--- src/rtl/rng_arbiter.sv ---
// rng_arbiter: round-robin arbiter handing out words from a shared 32-bit LFSR.
// After reset (or a reseed) the LFSR runs WARMUP_CYCLES discarded steps in WARM.
// In SERVE it steps once per grant, so every grant gets a fresh state.
// Optional feature macro: RNG_ARB_RESEED_EN adds the seed_load/seed reseed ports.
module rng_arbiter #(
    parameter int          NUM_REQ       = 4,
    parameter logic [31:0] SEED          = 32'hA23A_27BB,
    parameter int          WARMUP_CYCLES = 16
) (
    input  logic               clk,
    input  logic               rst,
    input  logic [NUM_REQ-1:0] req,
`ifdef RNG_ARB_RESEED_EN
    input  logic               seed_load,
    input  logic [31:0]        seed,
`endif
    output logic [NUM_REQ-1:0] gnt,
    output logic [31:0]        rnd_data,
    output logic               ready
);

    // An all-zero LFSR would lock up, so a zero seed is replaced by this value.
    localparam logic [31:0] DEFAULT_SEED = 32'hA23A_27BB;
    localparam logic [31:0] SEED_EFF     = (SEED == 32'd0) ? DEFAULT_SEED : SEED;
    localparam int          PW           = (NUM_REQ > 1) ? $clog2(NUM_REQ) : 1;
    localparam int          SW           = PW + 1;
    localparam logic [7:0]  WARM_LIMIT   = 8'(WARMUP_CYCLES);

    localparam logic [0:0]  ST_WARM  = 1'b0;
    localparam logic [0:0]  ST_SERVE = 1'b1;

    logic [0:0]         r_state;
    logic [7:0]         r_warm_cnt;
    logic [31:0]        r_lfsr;
    logic [PW-1:0]      r_ptr;
    logic [NUM_REQ-1:0] r_gnt;
    logic [31:0]        r_rnd;

    logic [31:0]        w_lfsr_step;
    logic [NUM_REQ-1:0] w_elig;
    logic [NUM_REQ-1:0] w_sel_onehot;
    logic               w_found;
    logic [PW-1:0]      w_sel;
    logic [PW-1:0]      w_ptr_next;
    logic               w_grant;
    logic               w_reload;
    logic [31:0]        w_reload_val;

`ifdef RNG_ARB_RESEED_EN
    assign w_reload     = seed_load;
    assign w_reload_val = (seed == 32'd0) ? DEFAULT_SEED : seed;
`else
    assign w_reload     = 1'b0;
    assign w_reload_val = SEED_EFF;
`endif

    assign w_lfsr_step = {r_lfsr[30:0], r_lfsr[31] ^ r_lfsr[21] ^ r_lfsr[1] ^ r_lfsr[0]};

    // A requester granted this cycle sits out the next edge so it cannot be
    // granted twice while it is still dropping its request.
    generate
        for (genvar gi = 0; gi < NUM_REQ; gi++) begin : g_req
            assign w_elig[gi]       = req[gi] & ~r_gnt[gi];
            assign w_sel_onehot[gi] = w_found && (w_sel == PW'(gi));
        end
    endgenerate

    // Round-robin search: first eligible index starting at the pointer, wrapping.
    always_comb begin
        logic [SW-1:0] v_sum;
        w_found = 1'b0;
        w_sel   = '0;
        v_sum   = '0;
        for (int k = 0; k < NUM_REQ; k++) begin
            v_sum = {1'b0, r_ptr} + SW'(k);
            if (v_sum >= SW'(NUM_REQ)) begin
                v_sum = v_sum - SW'(NUM_REQ);
            end
            if (!w_found && w_elig[v_sum[PW-1:0]]) begin
                w_found = 1'b1;
                w_sel   = v_sum[PW-1:0];
            end
        end
    end

    assign w_ptr_next = (w_sel == PW'(NUM_REQ - 1)) ? '0 : w_sel + PW'(1);
    assign w_grant    = (r_state == ST_SERVE) && w_found && !w_reload;

    // FSM, warm-up counter and LFSR; reseed wins over everything but reset.
    always_ff @(posedge clk or posedge rst) begin
        if (rst) begin
            r_state    <= ST_WARM;
            r_warm_cnt <= 8'd0;
            r_lfsr     <= SEED_EFF;
        end else if (w_reload) begin
            r_state    <= ST_WARM;
            r_warm_cnt <= 8'd0;
            r_lfsr     <= w_reload_val;
        end else if (r_state == ST_WARM) begin
            if (r_warm_cnt == WARM_LIMIT) begin
                r_state <= ST_SERVE;
            end else begin
                r_lfsr     <= w_lfsr_step;
                r_warm_cnt <= r_warm_cnt + 8'd1;
            end
        end else if (w_grant) begin
            r_lfsr <= w_lfsr_step;
        end
    end

    // Grant pulse, word capture and round-robin pointer update.
    always_ff @(posedge clk or posedge rst) begin
        if (rst) begin
            r_gnt <= '0;
            r_rnd <= 32'd0;
            r_ptr <= '0;
        end else if (w_reload) begin
            r_gnt <= '0;
            r_ptr <= '0;
        end else if (w_grant) begin
            r_gnt <= w_sel_onehot;
            r_rnd <= r_lfsr;
            r_ptr <= w_ptr_next;
        end else begin
            r_gnt <= '0;
        end
    end

    assign gnt      = r_gnt;
    assign rnd_data = r_rnd;
    assign ready    = (r_state == ST_SERVE);

endmodule
--- config.mk ---
export PLATFORM = sky130hd
export DESIGN_NAME = rng_arbiter
export DESIGN_NICKNAME = d
export VERILOG_FILES = /design/src/rtl/rng_arbiter.sv
export SDC_FILE = /design/constraint.sdc
export NUM_CORES = 1
export LEC_CHECK = 0
export ABC_AREA = 1
export BUFFER_PORTS_ARGS = -buffer_cell sky130_fd_sc_hd__buf_4
export CORE_AREA = 2 2 123 125
export CTS_BUF_LIST = sky130_fd_sc_hd__clkbuf_8 sky130_fd_sc_hd__clkbuf_16
export CTS_CLUSTER_DIAMETER = 50
export DETAILED_ROUTE_END_ITERATION = 10
export DIE_AREA = 0 0 125 127
export SKIP_LAST_GASP = 1
export SYNTH_ARGS = -nofsm -noshare
export SYNTH_HDL_FRONTEND = slang
export SYNTH_SLANG_ARGS = --single-unit
--- constraint.sdc ---
create_clock -name clk -period 3.91 [get_ports clk]
set_input_delay 0.782 -clock clk [delete_from_list [all_inputs] [get_ports clk]]
set_output_delay 0.782 -clock clk [all_outputs]
set_load 0.005 [all_outputs]
# Yosys cells after proc, flatten, opt, wreduce, memory -nomap -nowiden
# Index checks and enable logic that the tools add are counted.
dict set report word_totals {
  reg_bits 79
  inputBits 6
  output_inout_bits 37
  elab_cells 83
}
dict set report op_classes {
  addsub 9
  n_lt_le_gt_ge 8
  eq_ne 6
  mux 27
  n_bitwise 13
  n_reduce_logical 14
}
# cell n
set ops {}
lappend ops {{32-bit 2-to-1 mux} 3}
lappend ops {{2-bit 2-to-1 mux} 9}
lappend ops {{2-bit by 3-bit less-than comparator with 1-bit output, second input constant} 4}
lappend ops {{1-bit 2-to-1 mux} 10}
lappend ops {{3-bit >= comparator, second input constant} 3}
lappend ops {{8-bit by 1-bit adder with 8-bit output, second input constant} 1}
lappend ops {{1-bit binary-select mux with 2-bit select} 4}
lappend ops {{8-bit by 5-bit == test with 1-bit output, second input constant} 1}
lappend ops {{1-bit logical AND} 8}
lappend ops {{2-bit by 1-bit subtractor with 2-bit output, second input constant} 4}
lappend ops {{2-bit by 2-bit adder with 3-bit output, second input constant} 2}
lappend ops {{1-bit NOT} 6}
lappend ops {{1-bit AND} 4}
lappend ops {{2-bit == test, second input constant} 2}
lappend ops {{4-bit 2-to-1 mux} 1}
lappend ops {{2-bit AND reduction} 2}
lappend ops {{2-bit by 1-bit adder with 3-bit output, second input constant} 1}
lappend ops {{2-bit by 3-bit >= comparator with 1-bit output, second input constant} 1}
lappend ops {{1-bit logical NOT} 3}
lappend ops {{1-bit XOR} 3}
lappend ops {{2-bit by 1-bit adder with 2-bit output, second input constant} 1}
lappend ops {{2-bit by 1-bit == test with 1-bit output, second input constant} 1}
lappend ops {{2-bit logical NOT} 1}
lappend ops {{2-bit by 1-bit != test with 1-bit output, second input constant} 1}
lappend ops {{2-bit != test, second input constant} 1}

# Longest topological paths before layout
# Gate-level depths: netlist of run 1.
dict set report depth {
  depth_word 17
  ltp_mapped 15
  ltp_nobuf 14
}

# Worst setup path after synthesis of run 1
# No wires, ideal clock.
dict set report synth_path {
  path_type {input to register}
  start {input req[2]}
  end {register r_ptr[1]}
  setup_ns 0.117
  arrival_ns 1.908
  t_required_ns 3.793
  path_slack_ns 1.885
  path_stages 11
  n_path_buf 0
  cell_sequence {nand3_1 > nand3_2 > nand2_1 > nand2_1 > nand2_1 > nand2_1 > nand2_1 > a21oi_1 > ha_1 > nand3_1 > nand2_1}
}
dict set report synth_via {
  elab_chain_len 15
  elab_cells_between_ends 27
}
# element line
set synth_lines {}
lappend synth_lines {{from (decl)} 12} ;# input logic [NUM_REQ-1:0] req,
lappend synth_lines {{1-bit AND *} 63} ;# assign w_elig[gi] = req[gi] & ~r_gnt[gi];
lappend synth_lines {{1-bit binary-select mux with 2-bit select} 79} ;# if (!w_found && w_elig[v_sum[PW-1:0]]) begin
lappend synth_lines {{1-bit 2-to-1 mux (not written as such)} 79}
lappend synth_lines {{1-bit 2-to-1 mux} 79}
lappend synth_lines {{1-bit logical NOT} 79}
lappend synth_lines {{1-bit logical AND} 79}
lappend synth_lines {{1-bit 2-to-1 mux} 79}
lappend synth_lines {{1-bit logical NOT} 79}
lappend synth_lines {{1-bit logical AND} 79}
lappend synth_lines {{1-bit 2-to-1 mux} 79}
lappend synth_lines {{1-bit logical NOT} 79}
lappend synth_lines {{1-bit logical AND} 79}
lappend synth_lines {{2-bit 2-to-1 mux *} 79}
lappend synth_lines {{2-bit by 1-bit adder with 2-bit output or 2-bit == test (tied branches)} 86} ;# assign w_ptr_next = (w_sel == PW'(NUM_REQ - 1)) ? '0 : w_sel + PW'(1);
lappend synth_lines {{2-bit 2-to-1 mux *} 86}
lappend synth_lines {{via w_ptr_next[1]} 44} ;# logic [PW-1:0] w_ptr_next;
lappend synth_lines {{to (signal assigned)} 123} ;# r_ptr <= w_ptr_next;
lappend synth_lines {{to (decl)} 35} ;# logic [PW-1:0] r_ptr;
# Mark *: on every way through the listed nets, which the timed path passes. The rest lies on a longest branch. The select of a mux whose other input is x is not followed.
# A chain may end at the register's enable or synchronous reset.

# Worst setup path after layout of run 1
dict set report layout_path {
  start {register r_ptr[0]}
  end {register r_lfsr[29]}
}
dict set report layout_via {
  elab_chain_len 17
  elab_cells_between_ends 36
}
# element line
set layout_lines {}
lappend layout_lines {{branches (longest 13 deep; another with 2-bit by 1-bit adder with 3-bit output)} n/a}
lappend layout_lines {{1-bit 2-to-1 mux *} 79}
lappend layout_lines {{1-bit logical AND *} 87} ;# assign w_grant = (r_state == ST_SERVE) && w_found && !w_reload;
lappend layout_lines {{2-bit by 1-bit != test with 1-bit output (no source line) *} n/a}
lappend layout_lines {{2-bit AND reduction (no source line) *} n/a}
lappend layout_lines {{to (signal assigned)} 98} ;# r_lfsr <= w_reload_val;
lappend layout_lines {{to (signal assigned)} 103} ;# r_lfsr <= w_lfsr_step;
lappend layout_lines {{to (signal assigned)} 107} ;# r_lfsr <= w_lfsr_step;
lappend layout_lines {{to (decl)} 34} ;# logic [31:0] r_lfsr;
# Mark *: on every way between the ends. The select of a mux whose other input is x is not followed.

==> results of run 1 <==
synth_stat cells, types with 4 or more instances:
cell type	n
nand2_1	157
inv_1	20
ha_1	6
clkbuf_1	4
dfrtp_1	62
nand3_1	85
buf_2	6
dfstp_2	17
xor2_1	9
nor2_1	8
nand4_1	4
buf_4	7
cell families (layout without fill, tap and decap cells):
logic type | after synthesis | in the layout | share of synthesized area (%)
and+or+nand+nor | 262 | 262 | 32.2
DFF | 79 | 79 | 56.2
buffers and inverters | 44 | 83 | 6.29
xor gates and xnor gates | 10 | 10 | 2.46
adders and majority gates | 6 | 6 | 2.11
AOI/OAI and AO/OA | 5 | 5 | 0.773
registers in the layout, summed over array words and instances, names as in the netlist:
name and flops:
r_lfsr 32, r_ptr 2, r_warm_cnt 8, gnt 4
ready 1, rnd_data 32
worst reg2reg max path: cells and delay by family, from the launching register on:
kind          cells  cell delay, ns
buf+inv           2            0.57
flops             1            0.55
simple gates      7            1.56
per-stage QoR:
step                      std cells  worst slack [ns]
final                           629              1.15
after floorplan                 406              1.13
after global routing            629             0.827
after CTS                       629              1.14
after detailed placement        613             0.899
after global placement          613             0.981
layer usage:
layer  wire, microns  GRT usage (%)  up-vias
li1                -              -     1368
met2            3610           15.9       64
met1            3520           12.7     1278
met3             503           4.31        8
met4              54           3.33        0
met5               0              0        -
where the power goes:
group	internal (mW)	total, mW	switching (mW)	leakage, nW
registers	0.853	0.891	0.0384	1.02
clock network	0.523	0.837	0.314	0.154
logic	0.212	0.735	0.523	1.11
worst max-delay path by stage:
| stage | slack [ns] | end |
|---|---|---|
| 6_report | 1.15 | r_lfsr[29] |
| 5_1_grt | 0.83 | r_lfsr[21] |
| 4_1_cts | 1.14 | rnd_data[1] |
| 3_5_place_dp | 0.90 | rnd_data[1] |
| 3_3_place_gp | 0.98 | r_lfsr[23] |
| 2_1_floorplan | 1.13 | gnt[0] |
area by class of cell:
type | instances | area (sq um)
Timing Repair Buffer | 45 | 338
Fill cell | 1538 | 10100
Sequential cell | 79 | 2000
Clock buffer | 11 | 253
Multi-Input combinational cell | 283 | 1340
Tap cell | 184 | 230
Clock inverter | 5 | 50.0
Inverter | 22 | 86.3
==> impl_results.md, run 1 <==
* Hold EP: rnd_data[3]
* P_leak at 2.29 nW
* Cell repeated most along the worst path: nand3_1
* Crit path DAT at 3.02 ns
* Clock Latency Late Sink at 0.33 ns
* Crit start category: flop
* Cells along the critical path: inv_4 > nand3_1 > nand3_1 > nand2_1 > nand4_4 > nand2_4 > buf_4 > nand3_1 > nand2_1
* Global Route Usage Sum at 10.1%
* Final hold slack at 0.471 ns
* Die width at 125 microns
* Die area at 15900 sq um
* Post-layout power at 2.46 mW
* Crit path capture type: flop
* CTS buffer count at 9
* Worst Hold Depth at 2
* Reg2reg path depth at 9
* Final instance area at 4290 sq um
* First-pass GRT wire length at 13200 microns
* Max Cap Viol at 0
* Row count at 44
* Total gr overflow at 0
* Fmax at 363 MHz
* Avg WL per Cell at 12.2 microns
* Worst Hold Class: reg -> reg
* Root buffer selected by CTS: clkbuf_16
* R2R Path Start: r_ptr[0]
* Post-Syn Instances at 406
* Vias per cell at 4.32
* Hold Violations, Final at 0
* Most used DFF post-synth: dfrtp_1
* FF-to-FF End: r_lfsr[29]
* Initial drt markers at 254
* Largest area contributor in the netlist: dfrtp_1
* Iteration count of the initial detailed-routing pass at 5
* Setup TNS at 0 ns
* Final ANT Viol Nets at 0
* Seq/Total Area, Yosys at 56.2%
* Buffers and inverters on the worst path at 2
* Final period util at 70.5%
* Top cell type's share of synthesized area at 43.6%
* CTS tree: built
* Mapped Nets at 418
* Clock transition at path regs at 0.06 ns
* Pin count of the biggest net entering global routing at 57
* DR vias at 2718
* WP data required at 4.18 ns
* Status: complete, no violations
* Core Box Area at 14400 sq um
* Setup repair after global routing missed its margin: no
* Share of layout cells above drive strength 1 at 19.1%
* Setup-failing EPs final at 0
* Min cycle time layout at 2.76 ns
* Initial antenna violation count at 0
* DRC errors left at 0
* CP max stage cell: dfrtp_1
* Layout area overhead at 20.6%
* Dominant cells by area after synthesis: dfrtp_1 (44%), nand2_1 (17%), dfstp_2 (13%)
* Vias in the first global route at 2683
* FFs w/ async S/R, synth at 100%
* Top delay family on crit path: simple AND/OR/NAND/NOR gates
* Commonest non-fill, non-tap cells in the layout: nand2_1 (157), nand3_1 (85), dfrtp_1 (62), buf_4 (45), inv_1 (21)
* Nets at 452
* Critical Path Stages at 9
* Boundary pin count at 43
* # port buffers at 42
* Placer Congestion at 0.827
* CP startpoint: r_ptr[0]
* Syn Area/Cell at 8.76 sq um
* Most common cell after layout, fill and taps aside: nand2_1
* Initial Util at 24.7%
* Worst slew pin tran at 0.946 ns
* Cts repair resizes at 0
* Antenna cell count at 0
* Layout Skew at 0.00984 ns
* Dpl cell area at 3990 sq um
* Slew headroom at 36.8%
* Max stage delay on crit path at 0.55 ns
* TritonCTS Sinks at 79
* Setup CP Type: reg -> reg
* Final core occ at 29.8%
* Cell area power density at 574 nW/um^2
* DIE HEIGHT at 127 microns
* Post-Syn Area at 3560 sq um
* IR drop worst, VDD at 201 uV
* Synth cell types at 25
* Yosys warning total at 0
* Max-slew violations at 0
* HPWL reported at the end of detailed placement at 5010 microns
* H-Tree Depth at 3
* Detailed-route wire length at 7690 microns
* Cts hold-fix bufs at 0
* CP Max Fanout at 49
* Number of synthesized register bits at 79
* Min-delay src: rnd_data[3]
* Post-synth EDFFs at 0
* Setup bufs post-CTS at 0
* Clock buffer depth at 2
* Flop2flop setup slack at 1.15 ns
(Power assumes the default switching activity.)
==> inputs of run 2 (changes only) <==
==> constraint.sdc (replaced) <==
create_clock -name clk -period 2.8 [get_ports clk]
set_input_delay 0.56 -clock clk [delete_from_list [all_inputs] [get_ports clk]]
set_output_delay 0.56 -clock clk [all_outputs]
set_load 0.005 [all_outputs]
==> run 2 against run 1 <==
  * Die area unchanged
  * Cell count increased by 0.64%
  * Critical path type unchanged
  * Wire length shrank 2.6%
  * Non-clock buffer count is 4 higher
  * First-iteration DRC count down 41%
  * Global-route usage fell by 0.30 points
  * Register-to-register slack got worse by 0.53 ns
  * Final area increased by 1.3%
==> impl_results.md, run 2 (synthesized netlist as in run 1, its figures left out) <==
* DRC errors left at 0
* Crit path DAT at 2.40 ns
* Top delay family on crit path: simple AND/OR/NAND/NOR gates
* Initial Util at 24.7%
* Initial antenna violation count at 0
* Max stage delay on crit path at 0.56 ns
* Cell area power density at 816 nW/um^2
* Setup repair after global routing missed its margin: no
* Final period util at 77.8%
* DR vias at 2776
* Iteration count of the initial detailed-routing pass at 4
* Layout Skew at 0.00308 ns
* Slew headroom at 58.6%
* DIE HEIGHT at 127 microns
* TritonCTS Sinks at 79
* CTS buffer count at 9
* Boundary pin count at 43
* Placer Congestion at 0.834
* Row count at 44
* Detailed-route wire length at 7490 microns
* Pre-CTS setup slack at 0.593 ns
* Cells along the critical path: inv_4 > nand3_1 > nand3_1 > nand2_1 > nand4_4 > nand2_4 > nand2_4 > nand2_1 > nand2_1
* Fin cells at 633
* Share of layout cells above drive strength 1 at 20.0%
* Final instance area at 4350 sq um
* Worst slew pin tran at 0.621 ns
* H-Tree Depth at 3
* Nets at 456
* Fmax at 459 MHz
* Core Box Area at 14400 sq um
* Cell repeated most along the worst path: nand2_1
* HPWL reported at the end of detailed placement at 5060 microns
* Final hold slack at 0.192 ns
* Final ANT Viol Nets at 0
* Dpl cell area at 4030 sq um
* Setup bufs post-CTS at 0
* Filler Cell Count at 1531
* Placed cells at 617
* CP Max Fanout at 35
* Worst Hold Class: in -> async
* Max-slew violations at 0
* Clock transition at path regs at 0.06 ns
* Root buffer selected by CTS: clkbuf_16
* Die width at 125 microns
* IR drop worst, VDD at 298 uV
* Final core occ at 30.1%
* Min cycle time layout at 2.18 ns
* Initial drt markers at 151
* First-pass GRT wire length at 12700 microns
* Post-layout power at 3.54 mW
* Commonest non-fill, non-tap cells in the layout: nand2_1 (157), nand3_1 (85), dfrtp_1 (62), buf_4 (48), inv_1 (20)
* Hold Violations, Final at 0
* Avg WL per Cell at 11.8 microns
* Crit start category: flop
* Total gr overflow at 0
* Vias in the first global route at 2695
* Global Route Usage Sum at 9.82%
* Pin count of the biggest net entering global routing at 39
* Buffers and inverters on the worst path at 1
* Clock Latency Late Sink at 0.33 ns
* Status: complete, no violations
* WP data required at 3.02 ns
* Post-route setup slack at 0.621 ns
* Cts repair resizes at 0
* # port buffers at 42
* CTS tree: built
* CP max stage cell: dfrtp_1
* Setup TNS at 0 ns
* P_leak at 2.30 nW
* Die area at 15900 sq um
* Antenna cell count at 0
* Vias per cell at 4.39
* Setup-failing EPs final at 0
* Crit path capture type: flop
* Clock buffer depth at 2
* Most common cell after layout, fill and taps aside: nand2_1
* Cts hold-fix bufs at 0
* Max Cap Viol at 0
* Setup CP Type: reg -> reg
* Layout area overhead at 22.1%
run 2: changes by cell type in the layout (fill, tap and decap cells not counted):
cell,change
clkinv_2,+1
clkbuf_8,-2
bufinv_16,+1
inv_1,-1
buf_4,+3
buf_12,+1
clkinvlp_4,+1
run 2: power by group:
group	total [mW]	switching [mW]	internal [mW]
sequential	1.25	0.0555	1.19
clock	1.22	0.449	0.773
combinational	1.08	0.748	0.327
total	3.54	1.25	2.29
run 2: final timing paths:
kind / start / to / slack (ns) / cells after the start
worst min register to register: rnd_data[3] / rnd_data[3] / 0.47 / 2
worst max-delay path: r_ptr[0] / r_lfsr[15] / 0.62 / 9
max in group asynchronous: rst / r_lfsr[9] / 1.84 / 3
worst min-delay path: rst / rnd_data[29] / 0.19 / 2
min in group clk: rnd_data[3] / rnd_data[3] / 0.47 / 2
worst max register to register: r_ptr[0] / r_lfsr[15] / 0.62 / 9
run 2: area by class of cell:
| cell class | count | area [sq um] | share of cell area, % |
|---|---|---|---|
| Multi-Input combinational cell | 283 | 1340 | 30.8 |
| Timing Repair Buffer | 49 | 380 | 8.75 |
| Inverter | 22 | 86.3 | 1.99 |
| Clock inverter | 7 | 88.8 | 2.04 |
| Sequential cell | 79 | 2000 | 46.0 |
| Clock buffer | 9 | 225 | 5.18 |
| Tap cell | 184 | 230 | 5.30 |
run 2: per-layer routing:
layer  share of wire, %  track usage [%]  wire length (microns)
met5                  0                0                      0
met4                2.0             4.25                    146
met3                5.1             2.64                    381
met2                 47             15.7                   3500
met1                 46             12.6                   3460
==> inputs of run 3 (changes only) <==
==> constraint.sdc (replaced) <==
create_clock -name clk -period 2.07 [get_ports clk]
set_input_delay 0.414 -clock clk [delete_from_list [all_inputs] [get_ports clk]]
set_output_delay 0.414 -clock clk [all_outputs]
set_load 0.005 [all_outputs]
==> run 3 against run 2 <==
  * First-iteration DRC count is 20% lower
  * Sequential power is 34% higher
  * Core utilization is 0.57 points higher
  * Clock power is 31% higher
  * Worst hold slack worse by 0.058 ns
  * Final area is 1.9% higher
  * Global-route usage is 0.83 points higher
  * Total power is 38% higher
  * Cell count is 1.1% higher
  * Critical path type unchanged
  * Highest routed layer unchanged
==> impl_results.md, run 3 (synthesized netlist as in run 1, its figures left out) <==
* Vias in the first global route at 2858
* Initial antenna violation count at 0
* Core Box Area at 14400 sq um
* Int Power at 3.11 mW
* Max stage delay on crit path at 0.47 ns
* Crit path capture type: flop
* Vias per cell at 4.39
* Layout Skew at 0.00906 ns
* Crit start category: flop
* Worst Hold Class: in -> async
* Die width at 125 microns
* Post-route setup slack at 0.172 ns
* Fmax at 527 MHz
* Max Cap Viol at 0
* DR vias at 2809
* Avg WL per Cell at 12.5 microns
* Filler Cell Count at 1521
* Cell area power density at 1100 nW/um^2
* CP max stage cell: dfrtp_2
* Top delay family on crit path: simple AND/OR/NAND/NOR gates
* CP Max Fanout at 9
* IR drop worst, VDD at 399 uV
* Antenna cell count at 0
* Layout area overhead at 24.4%
* Hold Violations, Final at 0
* Crit path DAT at 2.12 ns
* Boundary pin count at 43
* Switching Share at 36.3%
* Final instance area at 4430 sq um
* Min cycle time layout at 1.90 ns
* Dpl cell area at 4100 sq um
* Setup-failing EPs final at 0
* Final core occ at 30.7%
* Clk network pwr share at 32.9%
* Global Route Usage Sum at 10.6%
* # port buffers at 42
* Share of layout cells above drive strength 1 at 22.6%
* Detailed-route wire length at 7980 microns
* Net load switching power at 1.77 mW
* First-pass GRT wire length at 13800 microns
* DIE HEIGHT at 127 microns
* Total gr overflow at 0
* Clock buffer depth at 2
* WP data required at 2.29 ns
* P_leak at 2.33 nW
* Pre-CTS setup slack at 0.0290 ns
* Die area at 15900 sq um
* Cts hold-fix bufs at 0
* Most common cell after layout, fill and taps aside: nand2_1
* HPWL reported at the end of detailed placement at 5550 microns
* Initial drt markers at 121
* Part of the power in registers at 34.4%
* Clock transition at path regs at 0.06 ns
* Nets at 463
* Worst slew pin tran at 0.542 ns
* H-Tree Depth at 3
* Clock Latency Late Sink at 0.34 ns
* Setup CP Type: reg -> reg
* DRC errors left at 0
* Initial Util at 24.7%
* Cell repeated most along the worst path: nand2_1
* Iteration count of the initial detailed-routing pass at 4
* Cells along the critical path: inv_2 > nand2_1 > nand2_1 > nand3_1 > nand2_2 > nand2_1 > inv_1 > nand3_1 > nand2_1 > nand2_1 > ha_1 > nand3_1 > nand2_1
* Final ANT Viol Nets at 0
* CTS tree: built
* Slew headroom at 63.8%
* Root buffer selected by CTS: clkbuf_16
* Final period util at 91.7%
* CTS buffer count at 9
* Max-slew violations at 0
* Buffers and inverters on the worst path at 2
* Placer Congestion at 0.763
* Row count at 44
* Status: complete, no violations
* Post-layout power at 4.88 mW
* TritonCTS Sinks at 79
* Comb pwr share at 32.7%
* Commonest non-fill, non-tap cells in the layout: nand2_1 (155), nand3_1 (85), dfrtp_1 (60), buf_4 (52), inv_1 (19)
* Pin count of the biggest net entering global routing at 41
## run 3: final timing paths
kind / from / end / slack (ns) / depth (start not counted)
worst max-delay path: r_ptr[1] / r_ptr[1] / 0.17 / 13
worst min-delay path: rst / r_lfsr[30] / 0.13 / 2
worst max register to register: r_ptr[1] / r_ptr[1] / 0.17 / 13
worst min register to register: rnd_data[0] / rnd_data[0] / 0.47 / 2
max in group asynchronous: rst / r_lfsr[4] / 1.26 / 3
min in group clk: rnd_data[0] / rnd_data[0] / 0.47 / 2
## run 3: power groups by stage
stage | clock, mW | combinational, mW | sequential (mW)
after detailed placement | 0 | 1.53 | 1.71
after global placement | 0 | 1.47 | 1.70
after global routing | 1.72 | 1.82 | 1.69
after floorplan | 0 | 1.29 | 1.66
after CTS | 1.66 | 1.54 | 1.68
final | 1.60 | 1.59 | 1.68
## run 3: metal layers
layer / global-route usage, % / share of wire (%) / vias up
met2: 17.9 / 49 / 63
met5: 0 / 0 / -
met4: 4.25 / 1.7 / 0
met3: 3.14 / 4.8 / 13
met1: 12.9 / 44 / 1348
li1: - / - / 1385
## run 3: cell type report
cell class                 instances  area (sq um)  area share [%]
inverter                          22          88.8            2.01
multi-input combinational        283          1350            30.4
sequential                        79          2000            45.2
clock buffer                      10           239            5.40
tap                              184           230            5.20
clock inverter                     6          68.8            1.55
timing repair buffer              56           455            10.3
## run 3: what timing repair did
action,4_1_cts,5_1_grt
setup endpoints to repair,2,5
buffers inserted,0,1
gates resized for setup,1,7
## run 3: metrics by stage
step | hold WS, ns | instances | setup TNS [ns]
after floorplan | 0.450 | 406 | 0
after CTS | 0.134 | 639 | 0
after global routing | 0.164 | 640 | -0.0169
after global placement | 0.460 | 623 | 0
final | 0.134 | 640 | 0
after detailed placement | 0.461 | 623 | 0
